--- config.mk ---
export PLATFORM = sky130hd
export DESIGN_NAME = truth_table_sequencer_flat
export DESIGN_NICKNAME = d
export VERILOG_FILES = /design/src/rtl/truth_table_sequencer_pkg.sv /design/src/rtl/truth_table_sequencer_if.sv /design/src/rtl/truth_table_sequencer_hold_timer.sv /design/src/rtl/truth_table_sequencer.sv /design/src/flat_wrapper.sv
export SDC_FILE = /design/constraint.sdc
export NUM_CORES = 1
export LEC_CHECK = 0
export CORE_AREA = 2 2 56 58
export CTS_CLUSTER_SIZE = 24
export DETAILED_ROUTE_END_ITERATION = 8
export DIE_AREA = 0 0 58 60
export PLACE_DENSITY = 0.92
export SLEW_MARGIN = 10
export SYNTH_ARGS = -nofsm -noshare
export SYNTH_HDL_FRONTEND = slang
export SYNTH_HIERARCHICAL = 1
export SYNTH_SLANG_ARGS = --single-unit
--- constraint.sdc ---
create_clock -name clk -period 3.21 [get_ports clk]
set_input_delay 0.8025 -clock clk [delete_from_list [all_inputs] [get_ports clk]]
set_output_delay 0.8025 -clock clk [all_outputs]
set_load 0.01 [all_outputs]
--- src/rtl/truth_table_sequencer_pkg.sv ---
// Shared definitions for the truth-table sequencer: FSM encoding, pattern
// count, result widths and the per-index compare helper.
package truth_table_sequencer_pkg;

  // Sweep controller states, 2-bit encoding.
  typedef enum logic [1:0] {
    S_IDLE   = 2'd0,
    S_APPLY  = 2'd1,
    S_SAMPLE = 2'd2,
    S_DONE   = 2'd3
  } state_t;

  // Number of input combinations of the 3-input circuit.
  localparam int NUM_PATTERNS = 8;

  // Last index of a sweep. Reaching it ends the sweep instead of incrementing.
  localparam logic [2:0] LAST_IDX = 3'(NUM_PATTERNS - 1);

  // The error count must hold 0..8, so it needs 4 bits.
  typedef logic [3:0] err_cnt_t;
  typedef logic [7:0] fail_vec_t;

  // High when either observed output differs from its expected table entry.
  function automatic logic idx_mismatch(
    input logic [7:0] exp_d,
    input logic [7:0] exp_e,
    input logic [2:0] idx,
    input logic       d,
    input logic       e
  );
    return (d != exp_d[idx]) || (e != exp_e[idx]);
  endfunction

endpackage

--- src/rtl/truth_table_sequencer_if.sv ---
// Pin bundle between the sequencer and its environment: the start/result side
// and the drive/observe pins of the circuit being exercised.
interface truth_table_sequencer_if;
  import truth_table_sequencer_pkg::*;

  logic      start;
  logic      d_in;
  logic      e_in;
  logic      a_out;
  logic      b_out;
  logic      c_out;
  logic      busy;
  logic      done;
  logic      pass;
  err_cnt_t  err_count;
  fail_vec_t fail_vec;

  // Sequencer side.
  modport master (
    input  start, d_in, e_in,
    output a_out, b_out, c_out, busy, done, pass, err_count, fail_vec
  );

  // Environment side: issues start, supplies circuit outputs, sees results.
  modport slave (
    output start, d_in, e_in,
    input  a_out, b_out, c_out, busy, done, pass, err_count, fail_vec
  );

endinterface

--- src/rtl/truth_table_sequencer_hold_timer.sv ---
// Loadable down-counter that paces each input combination. The expiry flag is
// registered and tracks "count is zero" without a combinational decode.
module hold_timer
  import truth_table_sequencer_pkg::*;
(
  input  logic       clk,
  input  logic       rst,
  input  logic       load,
  input  logic [7:0] load_val,
  output logic       expired
);

  logic [7:0] count_r;
  logic       expired_r;

  // Load, decrement toward zero, then sit at zero; expiry follows the next count.
  always_ff @(posedge clk) begin
    if (rst) begin
      count_r   <= 8'd0;
      expired_r <= 1'b1;
    end else if (load) begin
      count_r   <= load_val;
      expired_r <= (load_val == 8'd0);
    end else if (count_r != 8'd0) begin
      count_r   <= count_r - 8'd1;
      expired_r <= (count_r == 8'd1);
    end else begin
      count_r   <= count_r;
      expired_r <= 1'b1;
    end
  end

  assign expired = expired_r;

endmodule

--- src/rtl/truth_table_sequencer.sv ---
// Clocked stimulus controller: walks {A,B,C} through 0..7, holds each
// combination for HOLD_CYCLES cycles, samples D/E once and records mismatches
// against the expected truth tables.
module truth_table_sequencer
  import truth_table_sequencer_pkg::*;
#(
  parameter int         HOLD_CYCLES = 20,
  parameter logic [7:0] EXP_D       = 8'h00,
  parameter logic [7:0] EXP_E       = 8'h00
) (
  input  logic                       clk,
  input  logic                       rst,
  truth_table_sequencer_if.master    bus
);

  // Reload value: the counter runs HOLD_CYCLES-1 down to 0, one APPLY cycle each.
  localparam logic [7:0] HOLD_RELOAD = 8'(HOLD_CYCLES - 1);

  state_t    state_r;
  logic [2:0] idx_r;
  logic      busy_r;
  logic      done_r;
  logic      pass_r;
  err_cnt_t  err_count_r;
  fail_vec_t fail_vec_r;

  logic      timer_load_s;
  logic      timer_expired_s;
  logic      mismatch_s;
  err_cnt_t  err_next_s;
  fail_vec_t fail_next_s;

  hold_timer u_hold_timer (
    .clk      (clk),
    .rst      (rst),
    .load     (timer_load_s),
    .load_val (HOLD_RELOAD),
    .expired  (timer_expired_s)
  );

  // Compare the observed outputs of the current index and form updated results.
  always_comb begin
    mismatch_s  = idx_mismatch(EXP_D, EXP_E, idx_r, bus.d_in, bus.e_in);
    err_next_s  = err_count_r;
    fail_next_s = fail_vec_r;
    if (mismatch_s) begin
      err_next_s  = err_count_r + 4'd1;
      fail_next_s = fail_vec_r | (8'd1 << idx_r);
    end else begin
      err_next_s  = err_count_r;
      fail_next_s = fail_vec_r;
    end
  end

  // Reload the hold timer when a sweep starts and when moving to the next index.
  always_comb begin
    timer_load_s = 1'b0;
    case (state_r)
      S_IDLE, S_DONE: begin
        if (bus.start) begin
          timer_load_s = 1'b1;
        end else begin
          timer_load_s = 1'b0;
        end
      end
      S_SAMPLE: begin
        if (idx_r != LAST_IDX) begin
          timer_load_s = 1'b1;
        end else begin
          timer_load_s = 1'b0;
        end
      end
      default: timer_load_s = 1'b0;
    endcase
  end

  // Sweep FSM with index and result registers; start is honoured only when not busy.
  always_ff @(posedge clk) begin
    if (rst) begin
      state_r     <= S_IDLE;
      idx_r       <= 3'd0;
      busy_r      <= 1'b0;
      done_r      <= 1'b0;
      pass_r      <= 1'b0;
      err_count_r <= 4'd0;
      fail_vec_r  <= 8'd0;
    end else begin
      case (state_r)
        S_IDLE, S_DONE: begin
          if (bus.start) begin
            state_r     <= S_APPLY;
            idx_r       <= 3'd0;
            busy_r      <= 1'b1;
            done_r      <= 1'b0;
            pass_r      <= 1'b0;
            err_count_r <= 4'd0;
            fail_vec_r  <= 8'd0;
          end
        end
        S_APPLY: begin
          if (timer_expired_s) begin
            state_r <= S_SAMPLE;
          end
        end
        S_SAMPLE: begin
          err_count_r <= err_next_s;
          fail_vec_r  <= fail_next_s;
          if (idx_r == LAST_IDX) begin
            // idx stays at 7 so the circuit keeps seeing 3'b111 while done.
            state_r <= S_DONE;
            busy_r  <= 1'b0;
            done_r  <= 1'b1;
            pass_r  <= (err_next_s == 4'd0);
          end else begin
            state_r <= S_APPLY;
            idx_r   <= idx_r + 3'd1;
          end
        end
        default: begin
          state_r     <= S_IDLE;
          idx_r       <= 3'd0;
          busy_r      <= 1'b0;
          done_r      <= 1'b0;
          pass_r      <= 1'b0;
          err_count_r <= 4'd0;
          fail_vec_r  <= 8'd0;
        end
      endcase
    end
  end

  assign bus.a_out     = idx_r[2];
  assign bus.b_out     = idx_r[1];
  assign bus.c_out     = idx_r[0];
  assign bus.busy      = busy_r;
  assign bus.done      = done_r;
  assign bus.pass      = pass_r;
  assign bus.err_count = err_count_r;
  assign bus.fail_vec  = fail_vec_r;

endmodule

--- src/flat_wrapper.sv ---
// flat-port wrapper written by rule: the top's interface ports become plain ports
module truth_table_sequencer_flat import truth_table_sequencer_pkg::*;
#(
  parameter int         HOLD_CYCLES = 20,
  parameter logic [7:0] EXP_D       = 8'h00,
  parameter logic [7:0] EXP_E       = 8'h00
)
  (clk, rst, bus_start, bus_d_in, bus_e_in, bus_a_out, bus_b_out, bus_c_out, bus_busy, bus_done, bus_pass, bus_err_count, bus_fail_vec);
  truth_table_sequencer_if bus_i ();
  input  logic clk;
  input  logic rst;
  input wire logic [$bits(bus_i.start)-1:0] bus_start;
  input wire logic [$bits(bus_i.d_in)-1:0] bus_d_in;
  input wire logic [$bits(bus_i.e_in)-1:0] bus_e_in;
  output wire logic [$bits(bus_i.a_out)-1:0] bus_a_out;
  output wire logic [$bits(bus_i.b_out)-1:0] bus_b_out;
  output wire logic [$bits(bus_i.c_out)-1:0] bus_c_out;
  output wire logic [$bits(bus_i.busy)-1:0] bus_busy;
  output wire logic [$bits(bus_i.done)-1:0] bus_done;
  output wire logic [$bits(bus_i.pass)-1:0] bus_pass;
  output wire logic [$bits(bus_i.err_count)-1:0] bus_err_count;
  output wire logic [$bits(bus_i.fail_vec)-1:0] bus_fail_vec;
  assign bus_i.start = bus_start;
  assign bus_i.d_in = bus_d_in;
  assign bus_i.e_in = bus_e_in;
  assign bus_a_out = bus_i.a_out;
  assign bus_b_out = bus_i.b_out;
  assign bus_c_out = bus_i.c_out;
  assign bus_busy = bus_i.busy;
  assign bus_done = bus_i.done;
  assign bus_pass = bus_i.pass;
  assign bus_err_count = bus_i.err_count;
  assign bus_fail_vec = bus_i.fail_vec;
  truth_table_sequencer #(.HOLD_CYCLES(HOLD_CYCLES), .EXP_D(EXP_D), .EXP_E(EXP_E)) u_core (.clk(clk), .rst(rst), .bus(bus_i));
endmodule
Word level (Yosys, flattened, before mapping):

Memory sizes are Yosys's and may differ from the RTL's. A register that Yosys moved wholly into a read port is not among the register bits.
Index checks and enable logic that the tools add are counted.

* memory bits (read-only): 8
* register bits after elaboration: 29
* memories: 1

Memories
* (name not given): words 8, width 1, read ports 1, clocked after memory_dff 1, write ports 0, line truth_table_sequencer_pkg.sv:31 `return (d != exp_d[idx]) || (e != exp_e[idx]);`

* equal/unequal tests: 13
* muxes and demuxes: 31
* bitwise operators: 1
* order comparisons: 1
* shift operators: 1
* add/subtract/negate cells: 3
* reduce and logical (&&, ||, !) cells: 13

Operator list (count)
* 8-bit two-way mux: 2
* 8-bit one-hot mux with 2 select lines: 1
* 3-bit two-way mux: 4
* 1-bit two-way mux: 10
* 5-bit two-way mux: 2
* 3-bit AND reduction: 3
* 8-bit by 1-bit == test with 1-bit output (second input constant): 1
* 4-bit two-way mux: 2
* 8-bit bitwise OR: 1
* 1-bit one-hot mux with 2 select lines: 4
* 4-bit one-hot mux with 2 select lines: 1
* 8-bit nonzero test: 1
* 1-bit by 3-bit left shift with 8-bit output (first input constant): 1
* 8-bit by 1-bit subtractor with 8-bit output (second input constant): 1
* 2-bit two-way mux: 3
* 2-bit inequality test (second input constant): 3
* 2-bit one-hot mux with 3 select lines: 1
* 3-bit one-hot mux with 2 select lines: 1
* 4-bit by 1-bit adder with 4-bit output (second input constant): 1
* 2-bit == test (second input constant): 2
* 4-bit zero test: 1
* 3-bit by 4-bit less-than comparator with 1-bit output (second input constant): 1
* 2-bit by 1-bit inequality test with 1-bit output (second input constant): 2
* 2-bit AND reduction: 2
* 9 further kinds: 12

Longest topological paths before layout:

Gate-level depths: netlist of the first run.

* depth in word-level cells: 8
* gate-level depth with buffers: 9

Cells and area by module:

Netlist of the first run, hierarchy kept.

Modules (own cells, without submodules)
* truth_table_sequencer: instances 1, area an instance 1041.0 um^2, cells each 122, seq. area each 400.4 um^2
* hold_timer: instances 1, area an instance 556.8 um^2, cells each 65, seq. area each 180.2 um^2

Worst setup path before layout of the first run:

OpenSTA, ideal clock, no wires.

* path type: reg-to-reg
* start: reg u_core.idx_r[0]
* end: reg u_core.u_hold_timer.count_r[3]
* library setup time: 0.074 ns
* data required time: 3.136 ns
* stages on the path, launching flop included: 8
* setup slack: 1.368 ns
* data arrival time: 1.768 ns
* cell sequence: dfxtp_1 ha_1 ha_1 nand2b_1 a21oi_1 or2_2 a211o_2 o21ai_0

* word-level cells in the longest chain between the ends: 4

Ends and longest elaborated chain
* start: declaration: line truth_table_sequencer.sv:20 `logic [2:0] idx_r;`
* start signal: assignment: line truth_table_sequencer.sv:116 `idx_r <= idx_r + 3'd1;`
* 3-bit inequality test: line truth_table_sequencer.sv:67 `if (idx_r != LAST_IDX) begin`
* 1-bit two-way mux: line truth_table_sequencer.sv:67
* 1-bit one-hot mux with 2 select lines: line truth_table_sequencer.sv:58 `case (state_r)`
* via u_core.timer_load_s: line truth_table_sequencer.sv:27 `logic timer_load_s;`
* 2-bit OR reduction (no source line)
* end signal: assignment: line truth_table_sequencer_hold_timer.sv:22 `count_r <= load_val;`
* end signal: assignment: line truth_table_sequencer_hold_timer.sv:25 `count_r <= count_r - 8'd1;`
* end signal: assignment: line truth_table_sequencer_hold_timer.sv:28 `count_r <= count_r;`
* end: declaration: line truth_table_sequencer_hold_timer.sv:13 `logic [7:0] count_r;`

The timed path passes the listed nets, and every way through them passes these cells.
A chain may end at the register's enable or synchronous reset.

Final worst setup path of the first run:

* start: reg u_core.idx_r[2]
* end: out bus_a_out

RTL lines
* end: declaration: line flat_wrapper.sv:15 `output wire logic [$bits(bus_i.a_out)-1:0] bus_a_out;`

No word-level cell between the ends.

==> impl_metrics.ini, run 1 <==
[run_status]
status = completed

[route]
drt_first_iter_violations = 54
totalWireLength_mm = 3.363
ant_nets = 0
routed_via_density = 5.577
vias = 1450
drtPass1Iterations = 4
drc = 0
wl_per_cell_um = 12.93

[power_and_ir_drop]
ir_drop_mv = 0.4566
p_per_area_nw_per_um2 = 596.6
p_leak_nw = 0.7768
power_mw = 1.163

[clock_tree]
holdBufCountCts = 0
cts_resized = 0
clockBufferDepth = 2
clock_latency_ns = 0.33
cts_tree = yes
htree_levels = 2
post_cts_buffers = 0
clkSlewWorstSetupHoldPaths_ns = 0.09
numCtsBuffers = 5
cts-root-buf = clkbuf_4
cts.sinks = 29

[layout]
area_delta_synth_final_pct = 22.00
drive_gt1_frac = 0.07489
final_nets = 244
antenna_cells = 0

[sta]
final-max-slew-violation-count = 0
max_slew.worst_pin.slew_ns = 0.6074
rsz0062_at_grt = no
fin_tns_setup_ns = 0
clock_skew_ns = 0.004554
finalSetupViolCount = 0
slew_headroom = 0.5924
fin_crit_sh = 0.6767
period_needed_ns = 2.172
fmax_ghz = 0.4603
hold_viol = 0

[flow_run]
cap_violations = 0

[worst_setup_path]
critPathKind = register to output port
crit_path_end = bus_a_out
r2r_end = u_core/u_hold_timer/count_r[3]
path_cells = clkdlybuf4s50_1
slowest_stage = clkdlybuf4s50_1
critPathRequiredTime_ns = 2.41
worstPathArrival_ns = 1.37
worstSetupPathDepth = 1
slowest_delay_ns = 0.58
rr_worst_depth = 8
r2r_slack_ns = 1.05
critPathLaunch = u_core/idx_r[2]
start_kind = register
cp_num_buf_inv = 1
crit_family = buffers and inverters
cp-end-kind = output port
crit_fanout = 7
r2r-start = u_core/idx_r[0]

[synthesis]
syn_avg_cell_area_sq_um = 8.544
ys.warnings.count = 6
synthFlopType = dfxtp_1
synth_edf_count = 0
synth.ff_latch_count = 29
synthArstFlopShare = 0
yosys.area.top_type = dfxtp_1
synth.top_cell.area_share = 0.3634
synth_area_sq_um = 1598
yosys.cell_types.count = 50
yosysSeqAreaShare = 0.3634
synthTopCellsByArea = dfxtp_1, ha_1, a21oi_1, nor2_1, nand2_1
netlist_instances = 187

[global_route]
grt_usage = 0.2115
grt_pass1_vias = 1314
use_met3 = 0.07576
grtUsageMet2 = 0.3588
busiest_layer = met2
grt_max_degree = 16
grt_use_met1 = 0.2354
grt_pass1_wl_mm = 5.575
antenna_found_initial = 0
grt.overflow.total = 0

[floorplanning]
dieWidth_um = 58
core_area_sq_um = 2903
num_rows = 20
die_h_um = 60
num_io_pins = 23
die_area_sq_um = 3480
start_util = 0.5504

[min_path]
hp-class = register to register

[placement]
io_buffers = 22
gp_congestion = 0.8812
hpwlAfterDp_mm = 2.476
==> state kept, by name (all words and copies together), names as in the netlist <==
register	cells
u_core/bus.busy	1
u_core/bus.done	1
u_core/bus.err_count	4
u_core/bus.fail_vec	8
u_core/bus.pass	1
u_core/idx_r	3
u_core/state_r	2
u_core/u_hold_timer/count_r	8
u_core/u_hold_timer/expired	1
==> cells by family after synthesis <==
family / after synthesis / synth area share
and+or+nand+nor: 67 / 0.2279
muxes: 2 / 0.01253
adders and majority gates: 12 / 0.09397
other: 2 / 0.004700
DFF: 29 / 0.3634
xor gates and xnor gates: 4 / 0.02192
AOI/OAI and AO/OA: 53 / 0.2248
buffers and inverters: 18 / 0.05090
==> cell usage after synthesis (2+ instances only) <==
cell type   n
dfxtp_1    29
nor2_1     21
a21oi_1    17
nand2_1    16
inv_1      13
ha_1       12
a31oi_1     6
o21ai_1     5
nand2b_1    4
nor3_1      4
xnor2_1     4
and2_1      3
nor4_1      3
o21ai_0     3
o22ai_1     3
or3_1       3
a22oi_1     2
a32oi_1     2
conb_1      2
mux2i_1     2
nand4b_1    2
nor3b_1     2
or4_1       2
==> cell type report <==
class | count | area (sq um)
repair buffers | 24 | 235.2
inverters | 14 | 52.55
fillers | 246 | 953.4
well taps | 33 | 41.29
flip-flops and latches | 29 | 580.6
clock buffers | 7 | 55.05
multi-input cells | 153 | 984.7
==> power breakdown <==
group          switching [mW]  total, mW  internal (mW)  leakage [nW]
Combinational           0.238      0.444          0.205         0.509
Clock                   0.123      0.226          0.103        0.0314
Sequential             0.0766      0.493          0.416         0.237
==> cell usage in the layout (no fill, tap or decap), drive strengths merged, types with 3 or more instances in the layout <==
master | synthesis | routed
clkbuf | 1 | 7
and2 | 3 | 3
or4 | 3 | 3
xnor2 | 4 | 4
a21oi | 18 | 18
a31oi | 6 | 6
o21ai | 8 | 8
inv | 13 | 13
o22ai | 3 | 3
conb | 2 | 15
nor3 | 4 | 4
nand2b | 4 | 4
nor2 | 22 | 22
nor4 | 4 | 4
ha | 12 | 12
nand2 | 16 | 16
clkdlybuf4s50 | 0 | 22
dfxtp | 29 | 29
or3 | 3 | 3
==> stage by stage <==
step	instance area [sq um]	hold slack [ns]	utilization	worst slack [ns]	std cells
after floorplan	1647	0.4940	-	1.368	200
after detailed placement	1894	0.4593	0.6526	0.7121	253
after global placement	1894	0.4456	0.6526	0.7463	253
final	1949	0.4756	0.6716	1.038	260
after global routing	1949	0.4998	0.6716	0.9233	260
after CTS	1949	0.4798	0.6716	1.031	260
==> worst min-delay path by stage <==
stage	from	to	slack, ns	cells past startpoint
after global placement	u_core/bus.fail_vec[1]	u_core/bus.fail_vec[1]	0.45	2
after CTS	u_core/bus.fail_vec[2]	u_core/bus.fail_vec[2]	0.48	2
after detailed placement	u_core/bus.fail_vec[2]	u_core/bus.fail_vec[2]	0.46	2
after global routing	u_core/bus.fail_vec[4]	u_core/bus.fail_vec[4]	0.50	2
after floorplan	u_core/bus.busy	u_core/bus.busy	0.49	2
final	u_core/bus.fail_vec[2]	u_core/bus.fail_vec[2]	0.48	2
==> per-layer routing <==
| metal | wire, um | part of all wire |
|---|---|---|
| met1 | 1449 | 0.43 |
| met2 | 1651 | 0.49 |
| met3 | 191 | 0.057 |
| met4 | 70 | 0.021 |
| met5 | 0 | 0 |
No activity file was read; power rests on OpenSTA's default activity.
==> run 2: changes to the inputs <==
Settings changed: CORE_AREA 2 2 56 58 to 2 2 58 60, DIE_AREA 0 0 58 60 to 0 0 60 62, PLACE_DENSITY 0.92 to 0.87.
Clock period 3.21 ns to 2.2 ns, I/O delays scaled along.
==> impl_metrics.ini, run 2 (same netlist as run 1, synthesis figures left out) <==
[run_status]
status = completed

[sta]
rsz0062_at_grt = no
finalSetupViolCount = 0
fin_tns_setup_ns = 0
hold_viol = 0
fmax_ghz = 0.5235
fin_crit_sh = 0.8683
slew_headroom = 0.6189
clock_skew_ns = 0.006064
max_slew.worst_pin.slew_ns = 0.5665
period_needed_ns = 1.910
final-max-slew-violation-count = 0

[placement]
gp_congestion = 0.8471
hpwlAfterDp_mm = 2.534
io_buffers = 22
place_area_sq_um = 1971
post-place-cells = 274

[layout]
layout_commonest_cell = dfxtp_1
area_delta_synth_final_pct = 26.78
fin_area_sq_um = 2026
layout.cells.non_filler = 281
mostFrequentLayoutCells = dfxtp_1, clkdlybuf4s50_1, nor2_1
drive_gt1_frac = 0.1064
antenna_cells = 0
final_nets = 252

[clock_tree]
cts.sinks = 29
clock_latency_ns = 0.32
cts-root-buf = clkbuf_4
htree_levels = 2
cts_resized = 0
numCtsBuffers = 5
cts_tree = yes
clockBufferDepth = 2
post_cts_buffers = 0
holdBufCountCts = 0
clkSlewWorstSetupHoldPaths_ns = 0.09

[power_and_ir_drop]
p_switching_mw = 0.6340
switching_share = 0.3680
power_frac_clock = 0.187
internal_power_mw = 1.089
seqPwrFrac = 0.417
p_leak_nw = 0.8169
p_per_area_nw_per_um2 = 850.5
combPwrFrac = 0.396
ir_drop_mv = 0.6038

[route]
vias = 1448
drtPass1Iterations = 4
drt_first_iter_violations = 47
ant_nets = 0
wl_per_cell_um = 11.73
drc = 0
totalWireLength_mm = 3.297
routed_via_density = 5.153

[worst_setup_path]
slowest_stage = clkdlybuf4s50_1
critPathRequiredTime_ns = 1.65
cp-end-kind = output port
worstPathArrival_ns = 1.36
crit_family = buffers and inverters
path_cells = clkdlybuf4s50_1
slowest_delay_ns = 0.59
critPathKind = register to output port
cp_num_buf_inv = 1
start_kind = register
r2r_slack_ns = 0.33
crit_fanout = 7

[global_route]
grt_usage = 0.1996
grt_max_degree = 15
busiest_layer = met2
grt_pass1_wl_mm = 5.457
grt_pass1_vias = 1328
grt.overflow.total = 0
grt_use_met1 = 0.2235
use_met3 = 0.05797
grtUsageMet2 = 0.3463
antenna_found_initial = 0

[floorplanning]
die_area_sq_um = 3720
num_rows = 21
num_io_pins = 23
core_area_sq_um = 3179
start_util = 0.5026
dieWidth_um = 60
die_h_um = 62

[min_path]
hp-class = register to register

[flow_run]
cap_violations = 0
## run 2: cell types whose count changed in the layout (fill, tap and decap cells not counted), sizes merged
| cell | previous run | this run |
|---|---|---|
| buf | 2 | 10 |
## run 2: power groups by stage
stage	sequential, mW	clock (mW)	combinational, mW
5_1_grt	0.733	0.356	0.761
3_5_place_dp	0.725	0	0.679
4_1_cts	0.715	0.335	0.684
3_3_place_gp	0.724	0	0.659
6_report	0.718	0.322	0.682
2_1_floorplan	0.706	0	0.527
## run 2: layout make-up
class,count,area (sq um)
fill,291,1154
multi-input combinational,153,984.7
sequential,29,580.6
timing repair buffer,32,295.3
tap,46,57.56
clock buffer,7,55.05
inverter,14,52.55
## run 2: final timing paths
| kind | end | cells after the start | from |
|---|---|---|---|
| worst max-delay path | bus_a_out | 1 | u_core/idx_r[2] |
| worst max register to register | u_core/u_hold_timer/count_r[3] | 7 | u_core/idx_r[0] |
| worst min register to register | u_core/bus.fail_vec[5] | 2 | u_core/bus.fail_vec[5] |
| worst min-delay path | u_core/bus.fail_vec[5] | 2 | u_core/bus.fail_vec[5] |
## run 2: per-stage QoR
step	total power [mW]	setup slack [ns]	util	hold WS, ns
6_report	1.723	0.2897	0.6372	0.4703
3_3_place_gp	1.384	0.1892	0.6198	0.4459
4_1_cts	1.735	0.2641	0.6372	0.4765
2_1_floorplan	1.233	0.3576	-	0.4940
5_1_grt	1.849	0.1842	0.6372	0.5059
3_5_place_dp	1.404	0.1639	0.6198	0.4569
## run 2: metal layers
metal / routed length (um) / vias to the layer above
li1: - / 750
met1: 1470 / 659
met2: 1632 / 35
met3: 159 / 4
met4: 35 / 0
met5: 0 / -
